[config.mk]
export PLATFORM = sky130hd
export DESIGN_NAME = int_issue_sched
export DESIGN_NICKNAME = d
export VERILOG_FILES = /design/src/rtl/int_issue_sched.sv
export SDC_FILE = /design/constraint.sdc
export NUM_CORES = 1
export LEC_CHECK = 0
export BUFFER_PORTS_ARGS = -buffer_cell sky130_fd_sc_hd__buf_2
export CORE_MARGIN = 4
export CORE_UTILIZATION = 45
export DETAILED_ROUTE_END_ITERATION = 16
export PLACE_DENSITY_LB_ADDON = 0.1
export SLEW_MARGIN = 20
export SYNTH_ARGS = -nofsm -noshare
export SYNTH_HDL_FRONTEND = slang
export SYNTH_SLANG_ARGS = --single-unit
[constraint.sdc]
create_clock -name clk -period 9.37 [get_ports clk]
set_clock_uncertainty 0.05 [all_clocks]
set_input_delay 0.937 -clock clk [delete_from_list [all_inputs] [get_ports clk]]
set_output_delay 0.937 -clock clk [all_outputs]
set_load 0.01 [all_outputs]
[src/rtl/int_issue_sched.sv]
// Integer/control issue scheduler: collapsing age-ordered queue with
// wakeup-driven operand readiness and oldest-ready-first select.
module int_issue_sched #(
  parameter int unsigned DEPTH             = 8,
  parameter int unsigned UOP_WIDTH         = 67,
  parameter int unsigned PHY_RF_ADDR_WIDTH = 7
) (
  input  logic                             clk,
  input  logic                             rst_n,
  input  logic                             disp_valid_i,
  output logic                             disp_ready_o,
  input  logic [UOP_WIDTH-1:0]             disp_uop_i,
  input  logic                             disp_rs1_rdy_i,
  input  logic                             disp_rs2_rdy_i,
  input  logic [1:0]                       wake_valid_i,
  input  logic [2*PHY_RF_ADDR_WIDTH-1:0]   wake_tag_i,
  output logic                             issue_valid_o,
  input  logic                             issue_ready_i,
  output logic [UOP_WIDTH-1:0]             issue_uop_o,
  input  logic                             flush_i,
  output logic                             illegal_o,
  output logic [$clog2(DEPTH):0]           count_o
);

  localparam int unsigned IDX_W     = $clog2(DEPTH);
  localparam int unsigned CNT_W     = IDX_W + 1;
  localparam int unsigned TAG_W     = PHY_RF_ADDR_WIDTH;
  localparam int unsigned RS1_V_BIT = 11;
  localparam int unsigned RS2_V_BIT = 12;
  localparam int unsigned RS1_LSB   = 21;
  localparam int unsigned RS2_LSB   = 28;
  localparam logic [2:0]  OP_INT    = 3'b001;
  localparam logic [2:0]  OP_CONT   = 3'b011;

  // Queue storage; entry 0 is the oldest, valid entries are [0, count_q)
  logic [UOP_WIDTH-1:0] uop_q [DEPTH];
  logic [UOP_WIDTH-1:0] uop_d [DEPTH];
  logic [DEPTH-1:0]     rs1_rdy_q, rs1_rdy_d;
  logic [DEPTH-1:0]     rs2_rdy_q, rs2_rdy_d;
  logic [CNT_W-1:0]     count_q, count_d;
  logic                 illegal_q, illegal_d;

  // Per-entry status
  logic [DEPTH-1:0]     valid_c;
  logic [DEPTH-1:0]     eligible_c;
  logic [DEPTH-1:0]     rs1_fl_c, rs2_fl_c;

  // Select and handshake terms
  logic                 sel_found_c;
  logic [IDX_W-1:0]     sel_idx_c;
  logic                 do_issue_c;
  logic                 disp_fire_c;
  logic                 disp_legal_c;
  logic                 do_enq_c;
  logic [CNT_W-1:0]     count_mid_c;
  logic                 disp_rs1_fl_c, disp_rs2_fl_c;

  // True when either broadcast port carries a matching tag this cycle
  function automatic logic wake_hit(input logic [TAG_W-1:0]   tag,
                                    input logic [1:0]         wv,
                                    input logic [2*TAG_W-1:0] wt);
    wake_hit = (wv[0] && (wt[0 +: TAG_W] == tag)) ||
               (wv[1] && (wt[TAG_W +: TAG_W] == tag));
  endfunction

  // Entry validity, eligibility from registered flags, and flags merged with this cycle's wakeups
  always_comb begin
    valid_c    = '0;
    eligible_c = '0;
    rs1_fl_c   = '0;
    rs2_fl_c   = '0;
    for (int i = 0; i < DEPTH; i++) begin
      valid_c[i]    = CNT_W'(i) < count_q;
      eligible_c[i] = valid_c[i] &&
                      (!uop_q[i][RS1_V_BIT] || rs1_rdy_q[i]) &&
                      (!uop_q[i][RS2_V_BIT] || rs2_rdy_q[i]);
      rs1_fl_c[i]   = rs1_rdy_q[i] ||
                      wake_hit(uop_q[i][RS1_LSB +: TAG_W], wake_valid_i, wake_tag_i);
      rs2_fl_c[i]   = rs2_rdy_q[i] ||
                      wake_hit(uop_q[i][RS2_LSB +: TAG_W], wake_valid_i, wake_tag_i);
    end
  end

  // Oldest-ready select: scanning downward leaves the lowest eligible index
  always_comb begin
    sel_found_c = 1'b0;
    sel_idx_c   = '0;
    for (int i = DEPTH - 1; i >= 0; i--) begin
      if (eligible_c[i]) begin
        sel_found_c = 1'b1;
        sel_idx_c   = IDX_W'(i);
      end
    end
  end

  assign disp_ready_o  = (count_q < CNT_W'(DEPTH)) && !flush_i;
  assign issue_valid_o = sel_found_c && !flush_i;
  assign issue_uop_o   = uop_q[sel_idx_c];
  assign count_o       = count_q;
  assign illegal_o     = illegal_q;

  assign do_issue_c    = issue_valid_o && issue_ready_i;
  assign disp_fire_c   = disp_valid_i && disp_ready_o;
  assign disp_legal_c  = (disp_uop_i[2:0] == OP_INT) || (disp_uop_i[2:0] == OP_CONT);
  assign do_enq_c      = disp_fire_c && disp_legal_c;
  assign count_mid_c   = count_q - CNT_W'(do_issue_c);
  assign disp_rs1_fl_c = disp_rs1_rdy_i ||
                         wake_hit(disp_uop_i[RS1_LSB +: TAG_W], wake_valid_i, wake_tag_i);
  assign disp_rs2_fl_c = disp_rs2_rdy_i ||
                         wake_hit(disp_uop_i[RS2_LSB +: TAG_W], wake_valid_i, wake_tag_i);

  // Next queue state: collapse over the issued slot, append at the tail, flush wins
  always_comb begin
    uop_d     = uop_q;
    rs1_rdy_d = rs1_fl_c;
    rs2_rdy_d = rs2_fl_c;
    count_d   = count_q;
    illegal_d = 1'b0;

    if (do_issue_c) begin
      for (int i = 0; i < DEPTH - 1; i++) begin
        if (IDX_W'(i) >= sel_idx_c) begin
          uop_d[i]     = uop_q[i+1];
          rs1_rdy_d[i] = rs1_fl_c[i+1];
          rs2_rdy_d[i] = rs2_fl_c[i+1];
        end
      end
    end

    for (int i = 0; i < DEPTH; i++) begin
      if (do_enq_c && (CNT_W'(i) == count_mid_c)) begin
        uop_d[i]     = disp_uop_i;
        rs1_rdy_d[i] = disp_rs1_fl_c;
        rs2_rdy_d[i] = disp_rs2_fl_c;
      end
    end

    count_d   = count_mid_c + CNT_W'(do_enq_c);
    illegal_d = disp_fire_c && !disp_legal_c;

    if (flush_i) begin
      count_d   = '0;
      rs1_rdy_d = '0;
      rs2_rdy_d = '0;
      illegal_d = 1'b0;
    end
  end

  // State registers with asynchronous clear
  always_ff @(posedge clk or negedge rst_n) begin
    if (!rst_n) begin
      for (int i = 0; i < DEPTH; i++) begin
        uop_q[i] <= '0;
      end
      rs1_rdy_q <= '0;
      rs2_rdy_q <= '0;
      count_q   <= '0;
      illegal_q <= 1'b0;
    end else begin
      for (int i = 0; i < DEPTH; i++) begin
        uop_q[i] <= uop_d[i];
      end
      rs1_rdy_q <= rs1_rdy_d;
      rs2_rdy_q <= rs2_rdy_d;
      count_q   <= count_d;
      illegal_q <= illegal_d;
    end
  end

endmodule

# [After elaboration in Yosys (flattened, before gate mapping)]
# Cells that the tools add are included.
[word_totals] regBits=557
[classes] n_eq_ne=45 magnitude_cmp=17 muxes=70 reduce_logical=159 addsub=2 bitwise=1
[ops] operator="67-bit 2-to-1 mux" n=16
[ops] operator="469-bit 2-to-1 mux" n=1
[ops] operator="7-bit == test" n=36
[ops] operator="67-bit binary-select mux with 3-bit select" n=1
[ops] operator="1-bit logical AND" n=66
[ops] operator="1-bit logical OR" n=53
[ops] operator="1-bit 2-to-1 mux" n=39
[ops] operator="2-bit nonzero test" n=14
[ops] operator="3-bit 2-to-1 mux" n=8
[ops] operator="1-bit zero test" n=18
[ops] operator="3-bit by 4-bit == test with 1-bit output, first input constant" n=4
[ops] operator="3-bit by 4-bit less-than comparator with 1-bit output, first input constant" n=4
[ops] operator="8-bit 2-to-1 mux" n=2
[ops] operator="7-bit 2-to-1 mux" n=2
[ops] operator="2-bit AND reduction" n=7
[ops] operator="3-bit >= comparator, first input constant" n=3
[ops] operator="2-bit by 4-bit == test with 1-bit output, first input constant" n=2
[ops] operator="1-bit by 4-bit less-than comparator with 1-bit output, first input constant" n=2
[ops] operator="2-bit by 4-bit less-than comparator with 1-bit output, first input constant" n=2
[ops] operator="1-bit by 3-bit >= comparator with 1-bit output, first input constant" n=2
[ops] operator="2-bit by 3-bit >= comparator with 1-bit output, first input constant" n=2
[ops] operator="4-bit by 1-bit adder with 4-bit output" n=1
[ops] operator="1-bit by 4-bit == test with 1-bit output, first input constant" n=1
[ops] operator="4-bit >= comparator, second input constant" n=1
[ops] operator="other kinds (7)" n=7

# [Logic depth before layout (Yosys ltp)]
[logic_depth] depth_word=19 mapped_depth=16

# [Worst setup path before layout]
# No wires, ideal clock.
[synth_timing] path_kind="input port to flip-flop" from="input flush_i" to="register uop_q[427] in the netlist's numbering" slack_ps=5083 required_ps=9237 stages=15 t_arrival_ps=4155 path_cell_list="inv_1 nand2_1 clkbuf_1 clkbuf_1 buf_1 a21oi_1 ha_1 ha_1 clkbuf_1 nand2_1 nor4_1 clkbuf_1 buf_2 nand2_1 o21ai_0"
[synth_between] elab_chain_len=8 word_cells_on_any_way=13 cone_classes="add/sub (1); eq/ne (1); mux (1); reduce/logical (10)"
[synth_lines] element="from (decl)" line_no="20" text="input logic flush_i,"
[synth_lines] element="1-bit zero test (*)" line_no="96, 97"
[synth_lines] element="1-bit logical AND" line_no="97" text="assign issue_valid_o = sel_found_c && !flush_i;"
[synth_lines] element="1-bit logical AND" line_no="102" text="assign do_issue_c = issue_valid_o && issue_ready_i;"
[synth_lines] element="4-bit by 1-bit subtractor with 4-bit output" line_no="106" text="assign count_mid_c = count_q - CNT_W'(do_issue_c);"
[synth_lines] element="1-bit by 4-bit == test with 1-bit output" line_no="131" text="if (do_enq_c && (CNT_W'(i) == count_mid_c)) begin"
[synth_lines] element="1-bit logical AND" line_no="131"
[synth_lines] element="2-bit nonzero test (no source line)"
[synth_lines] element="2-bit AND reduction (no source line)"
[synth_lines] element="to (signal, indexed assignment)" line_no="161" text="uop_q[i] <= uop_d[i];"
[synth_lines] element="to (decl)" line_no="36" text="logic [UOP_WIDTH-1:0] uop_q [DEPTH];"
# Mark *: on every way between the ends. The rest lies on a longest branch, timed or not.
# A chain may end at the register's enable or synchronous reset.

# [Worst setup path in the final report]
[layout_timing] from="register count_q[3] (netlist: count_o[3])" to="output issue_uop_o[37]"
[layout_between] elab_chain_len=15 word_cells_on_any_way=36 cone_classes="order compare (8); mux (11); bitwise (1); reduce/logical (16)"
[layout_lines] element="from (decl)" line_no="40" text="logic [CNT_W-1:0] count_q, count_d;"
[layout_lines] element="from (signal assigned)" line_no="165" text="count_q <= count_d;"
[layout_lines] element="3-bit by 4-bit less-than comparator with 1-bit output" line_no="73" text="valid_c[i] = CNT_W'(i) < count_q;"
[layout_lines] element="1-bit logical AND" line_no="74" text="eligible_c[i] = valid_c[i] &&"
[layout_lines] element="1-bit logical AND" line_no="75" text="(!uop_q[i][RS1_V_BIT] || rs1_rdy_q[i]) &&"
[layout_lines] element="3-bit 2-to-1 mux (7 in a row)" line_no="89" text="if (eligible_c[i]) begin"
[layout_lines] element="3-bit 2-to-1 mux (*)" line_no="89"
[layout_lines] element="3-bit inverter with 4-bit output (not written as such) (*)" line_no="98" text="assign issue_uop_o = uop_q[sel_idx_c];"
[layout_lines] element="67-bit binary-select mux with 3-bit select (*)" line_no="98"
[layout_lines] element="67-bit 2-to-1 mux (not written as such) (*) (2 in a row)" line_no="98"
[layout_lines] element="to (decl)" line_no="19" text="output logic [UOP_WIDTH-1:0] issue_uop_o,"
# Mark *: on every way between the ends. The rest lies on a longest branch, timed or not. The select of a mux whose other input is x is not followed.

==> qor.yml <==
yosys:
  synth_edf_count: 0
  synth_area_mm2: 0.0351
  ys_warn_count: 0
  synth_cells: 4108
  synthFlopType: "dfrtp_1"
  synth_cell_types: 62
  synth_area_leaders: "dfrtp_1, o21ai_0, a211oi_1"
  ys_ff_latch: 557
  yosysSeqAreaShare: 0.397
  synth_nets: 4202
  ys_async_sr_fraction: 1.00
  yosysTopAreaCell: "dfrtp_1"
  avgSynthCellArea_um2: 8.55
  yosysTopAreaCellShare: 0.397
clocking:
  cts_setup_buffers: 0
  ctsResizeCount: 0
  tritoncts: "built"
  h-tree-depth: 3
  cts_hold_buf: 0
  clkSinkCount: 557
  clk_pin_slew_ns: 0.06
  cts_root_buf: "clkbuf_16"
  clock_path_buffers: 3
  clkLatencyLatePin_ns: 0.62
  numCtsBuffers: 70
final_layout:
  post-route-util: 0.494
  fillCellCount: 7398
  area_delta_synth_final_pct: 8.99
  finalNetCount: 4017
  final_common_cell: "dfrtp_1"
  postLayoutCellArea_mm2: 0.0383
  layout_common_cells: "dfrtp_1, o21ai_0, nor2_1"
  drive_gt1_frac: 0.130
route:
  ant_nets: 0
  avgViaCountPerCell: 6.47
  firstDrtPassIters: 6
  totalWireLength_um: 137000
  drtIter0Drc: 3401
  wire_per_inst_um: 27.3
  drcViolationCount: 0
  vias: 32500
global_routing:
  grt-ovfl-total: 0
  antenna_found_initial: 9
  track_usage: 0.325
  grt_max_degree: 158
  grt_pass1_wl_um: 207000
  grt_pass1_vias: 31800
place:
  place.gp.congestion: 0.849
  dpl-instance-area_mm2: 0.0360
  dp_hpwl_um: 73100
  portBuffers: 163
setup_path:
  startpoint_type: "flip-flop"
  rr_worst_depth: 9
  reg2reg_from: "count_o[3]"
  reg2reg_to: "uop_q[211]"
  critPathKind: "reg2out"
  crit_path_end_kind: "primary output"
  critical_path_arrival_ns: 5.68
  r2r_setup_slack_ns: 3.78
  crit_path_max_incr_delay_ns: 0.92
  cp_slowest_cell: "buf_4"
  critical_path_required_ns: 8.38
  crit_path_max_fanout: 157
  critical_path.cell_chain: "or3_4, a32o_1, a32oi_4, buf_4, a21o_4, buf_12, mux2i_1, a2111oi_2, buf_2"
timing:
  relSlewSlack: 0.168
  fmax_ghz: 0.150
  slew_viol_final: 0
  fin_crit_sh: 0.712
  fin_crit_ns: 6.67
  finalSetupViolations: 0
  worstMarginPinSlew_ns: 1.25
  rsz0062_at_grt: "false"
  finalHoldViolations: 0
  setup_tns_ns: 0
worst_hold_path:
  hp-class: "in2async"
pwr:
  p_per_area_mw_per_mm2: 440
  p_total_mw: 16.8
  ir_drop_mv: 0.498
  power.leakage_nw: 15.5
floorplan:
  fp.dieH_um: 287
  die_area_mm2: 0.0826
  start_util: 0.454
  fp.coreArea_mm2: 0.0775
  die_width_um: 287
  num_rows: 102
  num_io_pins: 164
run:
  max_cap_violations: 0
status:
  status: "complete, no violations"
==> metrics by stage <==
step	std cells	setup WS (ns)	hold slack, ns
5_1_grt	5019	2.72	0.327
4_1_cts	5016	2.93	0.289
3_3_place_gp	4891	3.63	0.447
3_5_place_dp	4891	3.60	0.444
6_report	5021	2.70	0.286
2_1_floorplan	4108	5.08	0.412
==> worst max-delay path by stage <==
stage / from / to / depth (start not counted)
2_1_floorplan: flush_i / uop_q[427] / 15
3_3_place_gp: count_o[3] / issue_uop_o[66] / 9
3_5_place_dp: count_o[3] / issue_uop_o[66] / 9
4_1_cts: count_o[3] / issue_uop_o[66] / 9
5_1_grt: count_o[3] / issue_uop_o[49] / 9
6_report: count_o[3] / issue_uop_o[37] / 9
==> sequential cells by signal, indices dropped and copies added, names as in the netlist <==
signal,count
uop_q,536
rs1_rdy_q,8
rs2_rdy_q,8
count_o,4
illegal_o,1
==> cell type report <==
cell class,count,area (um^2),area share
Antenna cell,5,12.5,0.000327
Clock buffer,112,2140,0.0559
Clock inverter,13,124,0.00324
Inverter,143,537,0.0140
Multi-Input combinational cell,2931,18900,0.494
Sequential cell,557,13900,0.364
Tap cell,1040,1300,0.0340
Timing Repair Buffer,220,1300,0.0341
==> synthesized netlist by cell type, types with 97 or more instances <==
cell        n
a211oi_1  270
nor2_1    438
dfrtp_1   557
nand2_1   222
a21oi_1   150
inv_1     143
a31oi_1   263
o21ai_0   476
mux2_2     97
mux2i_1   202
xor2_1     98
xnor2_1   158
nand3_1   213
clkbuf_1  355
==> worst max-delay path, delay by kind of cell, from the launching register on <==
| family | cells | cell delay [ns] |
|---|---|---|
| compound gates | 4 | 1.69 |
| buf+inv | 3 | 1.65 |
| flops | 1 | 0.53 |
| mux | 1 | 0.21 |
| simple gates | 1 | 0.48 |
==> kinds of logic after synthesis <==
logic type	share of synthesized area
flops	0.397
simple gates	0.130
mux	0.0999
compound gates	0.237
buf+inv	0.0709
fa+ha+maj	0.00142
xor+xnor	0.0638
==> power by group <==
part           internal (mW)  total (mW)  switching (mW)
logic                   3.28        9.99            6.71
registers               3.23        4.13           0.891
clock network           1.59        2.71            1.12
==> per-layer routing <==
metal  vias up  global-route usage  routed length, um  share of wire
met5         -                   0                 27        0.00020
met4         4               0.136               5900          0.043
met3       345              0.0527              10100          0.074
met2      1556               0.511              62400           0.46
met1     16200               0.448              58700           0.43
li1      14400                   -                  -              -
Power figures use the tool's default switching activity.
